===== config.mk =====
export PLATFORM = sky130hd
export DESIGN_NAME = clken_gen
export DESIGN_NICKNAME = d
export VERILOG_FILES = /design/src/rtl/clken_gen_pkg.sv /design/src/rtl/clken_nco.sv /design/src/rtl/clken_gen.sv
export SDC_FILE = /design/constraint.sdc
export NUM_CORES = 1
export LEC_CHECK = 0
export BUFFER_PORTS_ARGS = -buffer_cell sky130_fd_sc_hd__buf_4
export CORE_ASPECT_RATIO = 1.5
export CORE_MARGIN = 2
export CORE_UTILIZATION = 60
export DETAILED_ROUTE_END_ITERATION = 12
export MAX_ROUTING_LAYER = met4
export PLACE_DENSITY = 0.91
export SLEW_MARGIN = 0
export SYNTH_ARGS = -nofsm -noshare
export SYNTH_HDL_FRONTEND = slang
export SYNTH_SLANG_ARGS = --single-unit

===== constraint.sdc =====
create_clock -name clk -period 10.25 [get_ports clk]
set_clock_uncertainty 0.15 [all_clocks]
set_input_delay 0 -clock clk [delete_from_list [all_inputs] [get_ports clk]]
set_output_delay 0 -clock clk [all_outputs]
set_load 0.05 [all_outputs]

===== src/rtl/clken_gen_pkg.sv =====
// clken_gen_pkg: shared types and helpers for the clock-enable generator.
// Holds the sequencer state enum, default sizes and the NCO increment helper.
package clken_gen_pkg;

  localparam int NUM_CH_MAX = 8;
  localparam int ACC_W_DEF  = 24;

  typedef enum logic [1:0] {
    S_WAIT_LOCK,
    S_RELEASE,
    S_RUN
  } state_e;

  // round(f_out * 2^acc_w / f_clk); elaboration-time use only.
  function automatic longint calc_incr(
    input real f_out,
    input real f_clk,
    input int  acc_w
  );
    real x;
    x = f_out * (2.0 ** acc_w) / f_clk;
    return longint'(x);
  endfunction

endpackage


===== src/rtl/clken_nco.sv =====
// clken_nco: one phase-accumulator clock-enable channel.
// Ports: clk, reset (async high), clr (sync zero), en, incr -> clken pulse.
module clken_nco
  import clken_gen_pkg::*;
#(
  parameter int ACC_W = ACC_W_DEF
) (
  input  logic             clk,
  input  logic             reset,
  input  logic             clr,
  input  logic             en,
  input  logic [ACC_W-1:0] incr,
  output logic             clken
);

  logic [ACC_W-1:0] acc_q, acc_d;
  logic             clken_q, clken_d;
  logic [ACC_W:0]   sum;

  // Carry out of the add is the pulse; residue stays in acc.
  assign sum = {1'b0, acc_q} + {1'b0, incr};

  always_comb begin
    acc_d   = acc_q;
    clken_d = 1'b0;
    if (clr) begin
      acc_d = '0;
    end else if (en) begin
      {clken_d, acc_d} = sum;
    end
  end

  always_ff @(posedge clk or posedge reset) begin
    if (reset) begin
      acc_q   <= '0;
      clken_q <= 1'b0;
    end else begin
      acc_q   <= acc_d;
      clken_q <= clken_d;
    end
  end

  assign clken = clken_q;

endmodule


===== src/rtl/clken_gen.sv =====
// clken_gen: PLL lock filter, staged channel reset release, NCO clock enables.
// Ports: clk, reset, pll_locked, ch_incr, ch_en -> locked, ch_rst, ch_clken.
// Option CLKEN_GEN_PHASE_SYNC_EN adds phase_sync (zero all accumulators).
module clken_gen
  import clken_gen_pkg::*;
#(
  parameter int NUM_CH    = 4,
  parameter int ACC_W     = ACC_W_DEF,
  parameter int LOCK_FILT = 1024,
  parameter int RST_GAP   = 16
) (
  input  logic                    clk,
  input  logic                    reset,
  input  logic                    pll_locked,
  input  logic [NUM_CH*ACC_W-1:0] ch_incr,
  input  logic [NUM_CH-1:0]       ch_en,
`ifdef CLKEN_GEN_PHASE_SYNC_EN
  input  logic                    phase_sync,
`endif
  output logic                    locked,
  output logic [NUM_CH-1:0]       ch_rst,
  output logic [NUM_CH-1:0]       ch_clken
);

  localparam int CNT_W = $clog2(LOCK_FILT);
  localparam int GAP_W = (RST_GAP > 1) ? $clog2(RST_GAP) : 1;
  localparam int IDX_W = (NUM_CH > 1) ? $clog2(NUM_CH) : 1;

  localparam logic [CNT_W-1:0] CNT_MAX = CNT_W'(LOCK_FILT - 1);
  localparam logic [GAP_W-1:0] GAP_MAX = GAP_W'(RST_GAP - 1);
  localparam logic [IDX_W-1:0] IDX_MAX = IDX_W'(NUM_CH - 1);

  logic lk_m_q, lk_s_q;

  logic [CNT_W-1:0] cnt_q, cnt_d;

  state_e            state_q, state_d;
  logic              locked_q, locked_d;
  logic [NUM_CH-1:0] rst_q, rst_d;
  logic [GAP_W-1:0]  gap_q, gap_d;
  logic [IDX_W-1:0]  idx_q, idx_d;

  always_ff @(posedge clk or posedge reset) begin
    if (reset) begin
      lk_m_q <= 1'b0;
      lk_s_q <= 1'b0;
    end else begin
      lk_m_q <= pll_locked;
      lk_s_q <= lk_m_q;
    end
  end

  always_comb begin
    cnt_d = cnt_q;
    if (!lk_s_q) begin
      cnt_d = '0;
    end else if (cnt_q != CNT_MAX) begin
      cnt_d = cnt_q + 1'b1;
    end
  end

  always_comb begin
    state_d  = state_q;
    locked_d = locked_q;
    rst_d    = rst_q;
    gap_d    = gap_q;
    idx_d    = idx_q;
    unique case (state_q)
      S_WAIT_LOCK: begin
        locked_d = 1'b0;
        rst_d    = '1;
        gap_d    = '0;
        idx_d    = '0;
        if (lk_s_q && cnt_q == CNT_MAX) begin
          state_d  = S_RELEASE;
          locked_d = 1'b1;
        end
      end
      S_RELEASE: begin
        if (!lk_s_q) begin
          state_d  = S_WAIT_LOCK;
          locked_d = 1'b0;
          rst_d    = '1;
          gap_d    = '0;
          idx_d    = '0;
        end else if (gap_q == GAP_MAX) begin
          gap_d        = '0;
          rst_d[idx_q] = 1'b0;
          idx_d        = idx_q + 1'b1;
          if (idx_q == IDX_MAX) begin
            state_d = S_RUN;
          end
        end else begin
          gap_d = gap_q + 1'b1;
        end
      end
      S_RUN: begin
        if (!lk_s_q) begin
          state_d  = S_WAIT_LOCK;
          locked_d = 1'b0;
          rst_d    = '1;
          gap_d    = '0;
          idx_d    = '0;
        end
      end
      default: begin
        state_d  = S_WAIT_LOCK;
        locked_d = 1'b0;
        rst_d    = '1;
      end
    endcase
  end

  always_ff @(posedge clk or posedge reset) begin
    if (reset) begin
      cnt_q    <= '0;
      state_q  <= S_WAIT_LOCK;
      locked_q <= 1'b0;
      rst_q    <= '1;
      gap_q    <= '0;
      idx_q    <= '0;
    end else begin
      cnt_q    <= cnt_d;
      state_q  <= state_d;
      locked_q <= locked_d;
      rst_q    <= rst_d;
      gap_q    <= gap_d;
      idx_q    <= idx_d;
    end
  end

  assign locked = locked_q;
  assign ch_rst = rst_q;

  for (genvar i = 0; i < NUM_CH; i++) begin : g_ch
    logic clr;
`ifdef CLKEN_GEN_PHASE_SYNC_EN
    assign clr = rst_q[i] | phase_sync;
`else
    assign clr = rst_q[i];
`endif
    clken_nco #(
      .ACC_W(ACC_W)
    ) u_nco (
      .clk  (clk),
      .reset(reset),
      .clr  (clr),
      .en   (ch_en[i]),
      .incr (ch_incr[i*ACC_W +: ACC_W]),
      .clken(ch_clken[i])
    );
  end

endmodule


After elaboration in Yosys (flattened, before gate mapping)
Cells that the tools add are included.
W data, S select, Z words.
{"block": "totals", "memories": 0, "mem_bits_ro": 0, "wordCells": 92, "mem_bits_rw": 0, "regBits": 125, "latchBits": 0}
{"block": "op_classes", "n_shift": 0, "eq_ne": 12, "div_mod_pow": 0, "n_lt_le_gt_ge": 2, "n_mul": 0, "bitwise": 2, "muxes": 40, "addsub": 7, "reduce_logical": 13}
{"cell": "$mux W24", "n": 8}
{"cell": "$add A24 B24 Y25", "n": 4}
{"cell": "$mux W4", "n": 6}
{"cell": "$mux W10", "n": 2}
{"cell": "$mux W2", "n": 7}
{"cell": "$pmux W2 S3", "n": 2}
{"cell": "$pmux W4 S3", "n": 1}
{"cell": "$mux W1", "n": 11}
{"cell": "$add A10 B1 Y10 const B", "n": 1}
{"cell": "$eq A10 B10 Y1 const B", "n": 1}
{"cell": "$ne A10 B10 Y1 const B", "n": 1}
{"cell": "$pmux W4 S2", "n": 1}
{"cell": "$reduce_bool A2 Y1", "n": 4}
{"cell": "$ne A2 B2 Y1 const B", "n": 3}
{"cell": "$ne A3 B3 Y1 const B", "n": 2}
{"cell": "$add A4 B1 Y4 const B", "n": 1}
{"cell": "$and A4 B4 Y4", "n": 1}
{"cell": "$eq A2 B2 Y1 const B", "n": 2}
{"cell": "$eq A4 B4 Y1 const B", "n": 1}
{"cell": "$not A4 Y4", "n": 1}
{"cell": "$reduce_and A2 Y1", "n": 2}
{"cell": "$reduce_and A4 Y1", "n": 1}
{"cell": "$lt A2 B3 Y1 const B", "n": 1}
{"cell": "$reduce_and A3 Y1", "n": 1}
{"cell": "10 further kinds", "n": 11}

Depth between registers and ports, before layout
{"block": "logic_depth", "word_depth": 9, "mapped_depth": 10, "ltp_nobuf": 10}

Hierarchy
A second synthesis with hierarchy kept.
{"block": "hier_totals", "hier_cells": 1203, "hier_area_um2": 10572.6}
{"mod": "clken_nco (g_ch[0].u_nco ...)", "area_each_um2": 2306.0, "cells_each": 263, "n_inst": 3}
{"mod": "clken_nco (g_ch[3].u_nco)", "area_each_um2": 2356.0, "cells_each": 280, "n_inst": 1}
{"mod": "clken_gen", "area_each_um2": 1298.7, "cells_each": 134, "n_inst": 1}

Worst setup path after synthesis
No wires, ideal clock.
{"block": "synth_timing", "kind": "reg2reg", "from": "reg g_ch[1].u_nco.acc_q[0]", "to": "reg g_ch[1].u_nco.acc_q[16]", "t_arrival_ns": 2.541, "synth_period_minus_slack_ns": 2.818, "t_required_ns": 9.974, "path_buffers": 0, "stages_incl_launch_ff": 11, "setup_slack_ns": 7.432, "setup_ns": 0.126, "path_cell_list": "dfrtp_1 -> ha_1 -> fa_1 -> a21oi_1 -> nor2_1 -> nor4b_2 -> o41ai_4 -> a31oi_1 -> a21oi_1 -> mux2i_1 -> a221o_1"}
{"block": "synth_via", "elab_chain_cells": 3}
{"item": "from (decl)", "line_no": "clken_nco.sv:16", "source": "logic [ACC_W-1:0] acc_q, acc_d;"}
{"item": "from (signal assigned)", "line_no": "clken_nco.sv:35", "source": "acc_q <= '0;"}
{"item": "from (signal assigned)", "line_no": "clken_nco.sv:38", "source": "acc_q <= acc_d;"}
{"item": "$add A24 B24 Y25", "line_no": "clken_nco.sv:21", "source": "assign sum = {1'b0, acc_q} + {1'b0, incr};"}
{"item": "$mux W24", "line_no": "clken_nco.sv:28", "source": "end else if (en) begin"}
{"item": "$mux W24", "line_no": "clken_nco.sv:26", "source": "if (clr) begin"}
Every way passes these cells. The select of a mux whose other input is x is not followed.
A chain may end at the register's enable or synchronous reset.

Final worst setup path
{"block": "layout_timing", "from": "reg g_ch[0].u_nco.acc_q[0]", "to": "reg g_ch[0].u_nco.acc_q[10]"}
{"block": "layout_via", "elab_chain_cells": 3}
{"item": "from (decl)", "line_no": "clken_nco.sv:16"}
{"item": "from (signal assigned)", "line_no": "clken_nco.sv:35"}
{"item": "from (signal assigned)", "line_no": "clken_nco.sv:38"}
{"item": "$add A24 B24 Y25", "line_no": "clken_nco.sv:21"}
{"item": "$mux W24", "line_no": "clken_nco.sv:28"}
{"item": "$mux W24", "line_no": "clken_nco.sv:26"}
Every way passes these cells. The select of a mux whose other input is x is not followed.

==> summary.txt <==
Run status
  – Run status: finished, final reports clean

Pwr
  – Clock power share: 0.484
  – Lkg Pwr: 0.00597 µW
  – Net switching power: 303 µW
  – Power, Total: 1250 µW
  – Maximum VDD drop: 0.102 mV
  – Switching Share: 0.242
  – Internal Power: ~950 µW
  – Power Density: 105 mW/mm²
  – Combinational group share of total power: 0.120
  – Flop pwr share: 0.396

Place
  – PortBufs: 111
  – Final HPWL DP: 16700 µm
  – Placer Congestion: 0.981

Critical path
  – Launch point of the critical path: g_ch[0].u_nco.acc_q[0]
  – Critical Path AT: about 3900 ps
  – Slowest CP cell: dlygate4sd3_1
  – Crit. End Element: flop
  – Startpoint types: flop
  – Data required, critical path: approximately 10000 ps
  – CP delay by family, top: compound AO/OA/AOI/OAI gates
  – Worst path depth: 12
  – Worst-path cell chain: ha_1 > fa_1 > a21o_1 > a21oi_1 > o21bai_1 > a21oi_1 > nor2b_1 > o21ai_1 > nand4_1 > dlygate4sd3_1 > o211ai_1 > dlygate4sd3_1
  – Launch point of the worst reg-to-reg path: g_ch[0].u_nco.acc_q[0]
  – Max incr delay on CP: 580 ps
  – CP bufs+invs: 2
  – Critical-path maximum fanout: 3
  – Critical path type: reg2reg
  – Reg2Reg Depth: 12

STA
  – Slew Viols, Final: 0
  – Worst Max-Slew Pin Slew: 855 ps
  – Unrepaired setup endpoints after global routing: false
  – Slew HR: 0.430
  – Setup TNS: 0 ps
  – Final Hold Fails: 0
  – Finish-stage setup viols: 0
  – FMAX: between 0.2 and 0.3 GHz
  – Final min period: 3720 ps
  – Period utilisation layout: 0.363

Synthesis
  – Synth unique cells: around 80
  – Largest family of logic cells by synthesized area: compound AO/OA/AOI/OAI gates
  – Xor and xnor fraction of the mapped netlist area: 0.0653
  – Number of synthesized flops with an enable pin: 0
  – Yosys warnings: 0
  – Adder-cell share of the synthesized area: 0.144
  – Synth Area in Simple Gates: 0.170
  – Post-Syn Instances: 1085
  – Multiplexer share of the synthesized area: 0.0501
  – Syn nets: 1298
  – Synth Area in Compound Gates: 0.219
  – Main synth FF type: dfrtp_1
  – Register area share after synthesis: 0.320
  – Asr flop ratio synth: 1.00
  – Mean Syn Cell Area: 9.02 µm²
  – Number of synthesized register bits: 125
  – Mapped cell area: 0.00979 mm²

Drt
  – Total Routed Length: 24500 µm
  – Initial DRC Count: 543
  – Routed Antenna Nets: 0
  – Mean routed wirelength per cell: 16.9 µm
  – Via count: 9041
  – DRC errors left: 0
  – Via density: 6.22
  – 1st-pass router iterations: 5

Cells and area
  – Diode count: 0
  – Most frequent cells in the layout: dfrtp_1 (121), nor2_1 (115), buf_4 (112)
  – Layout cells sized above 1: 0.132
  – Layout area overhead: 21.5%
  – Most common cell after layout, fill and taps aside: dfrtp_1
  – Final nets: ~1400

Flow run
  – Max Cap Viol: 0

Global route
  – Largest net degree at the start of global routing: ~70
  – First-pass GRT wire length: 41200 µm
  – Vias in the first global route: 9223
  – Initial antenna violation count: 0
  – Overflow after GRT: 0
  – Tot GR Track Use: 0.300

Clocking
  – Root buffer cell: clkbuf_16
  – TritonCTS clock tree: yes
  – CTS Buf Count: 17
  – Setup Fix Bufs, Post-CTS: 0
  – Cts hold-fix bufs: 61
  – Clock Path Buffers: 2
  – CTS-repair resized insts: 0
  – CTS clk-pin slew, worst paths: 60 ps
  – # clock sinks: 125
  – Htree depth: 4
  – Worst skew pair latency: 430 ps

Worst hold path
  – Hold Crit Depth: 5
  – Hold crit path type: in2reg
  – HP Start: ch_incr[12]

Floorplan
  – Core Footprint: ~0.016 mm²
  – Die Ht: 160 µm
  – Die area: 0.0174 mm²
  – Top-level I/O count: 112
  – Starting density of the core: 0.607
  – # rows: 57
  – Die width: 108 µm
[cell type report]
cell class | count | area (µm²)
clock buffer | 25 | 495
clock inverter | 7 | 85.1
fill | 1149 | 4230
inverter | 34 | 130
multi-input combinational | 883 | 6340
sequential | 125 | 3130
tap | 206 | 258
timing repair buffer | 173 | 1450
[routing by layer]
layer,wire length (µm),part of all wire,global-route usage,vias to the layer above
li1,-,-,-,4280
met1,9430,0.38,0.313,4368
met4,928,0.038,0.140,0
met5,0,0,-,-
met2,13000,0.53,0.535,307
met3,1110,0.045,0.0576,86
[through the flow]
stage	setup WS, ps	cells	util	hold slack [ps]	instance area (µm²)
floorplan	6780	1085	-	-119	9790
global placement	7280	1360	0.664	-39.4	10700
detailed placement	7220	1360	0.664	-39.2	10700
CTS	6650	1453	0.738	0.247	11900
global route	6330	1453	0.738	42.3	11900
finish	6530	1453	0.738	5.27	11900
[kinds of logic (layout without fill, tap and decap cells)]
| family | after synthesis | in the layout |
|---|---|---|
| xor+xnor | 73 | 73 |
| mux | 49 | 49 |
| flops | 125 | 125 |
| compound gates | 312 | 312 |
| simple gates | 339 | 339 |
| buf+inv | 77 | 239 |
| fa+ha+maj | 110 | 110 |
[state kept, by name, indices dropped and copies added (netlist names)]
signal,count
state_q,2
gap_q,4
idx_q,2
g_ch.u_nco.clken,4
cnt_q,10
lk_s_q,1
locked,1
lk_m_q,1
g_ch.u_nco.acc_q,96
ch_rst,4
[path summary, 6_finish.rpt]
kind                                      endpoint  slack [ps]
max in group asynchronous  g_ch[0].u_nco.acc_q[16]        8480
min reg2reg                                 lk_s_q         220
max reg2reg                g_ch[0].u_nco.acc_q[10]        6530
max                        g_ch[0].u_nco.acc_q[10]        6530
min in group asynchronous   g_ch[1].u_nco.acc_q[7]         180
min                        g_ch[0].u_nco.acc_q[13]           5
[tightest hold or removal path, delay by kind of cell]
| kind | cells | cell delay, ps |
|---|---|---|
| simple gates | 1 | 80 |
| buf+inv | 1 | 80 |
| compound gates | 2 | 210 |
| fa+ha+maj | 1 | 190 |
[cells in the mapped netlist, types with 3 or more instances]
cell type	n	area share
a211o_1	6	0.0054
a211oi_1	17	0.013
a21boi_1	4	0.0031
a21o_1	53	0.041
a21oi_1	81	0.041
a21oi_2	3	0.0027
a221o_1	3	0.0031
a221oi_1	3	0.0027
a22o_1	9	0.0081
a31oi_1	13	0.0083
and2_1	13	0.0083
and3_1	9	0.0058
buf_1	4	0.0015
buf_4	8	0.0061
clkbuf_1	31	0.012
dfrtp_1	121	0.31
dfstp_2	4	0.011
fa_1	4	0.0082
ha_1	106	0.14
inv_1	32	0.012
mux2i_1	49	0.050
nand2_1	83	0.032
nand2b_1	9	0.0058
nand3_1	28	0.014
nand3b_1	3	0.0023
nand4_1	16	0.010
nand4b_1	7	0.0063
nor2_1	115	0.044
nor2b_1	15	0.0096
nor3_1	11	0.0056
nor3b_1	8	0.0061
nor4b_1	3	0.0027
o2111ai_1	3	0.0027
o211a_1	3	0.0031
o211ai_1	9	0.0069
o21ai_0	29	0.015
o21ai_1	25	0.013
o21bai_1	11	0.0084
o311ai_1	3	0.0027
o31ai_1	4	0.0031
or3_1	6	0.0038
or4b_1	4	0.0041
xnor2_1	45	0.040
xor2_1	28	0.025
[power groups by stage]
stage	Sequential [µW]	Combinational, µW	Clock (µW)
2_1_floorplan	505	80.2	0
3_3_place_gp	505	127	0
3_5_place_dp	505	130	0
6_report	497	150	606
4_1_cts	497	148	610
5_1_grt	497	164	629
Note: power is estimated with default switching activity, not from simulation.
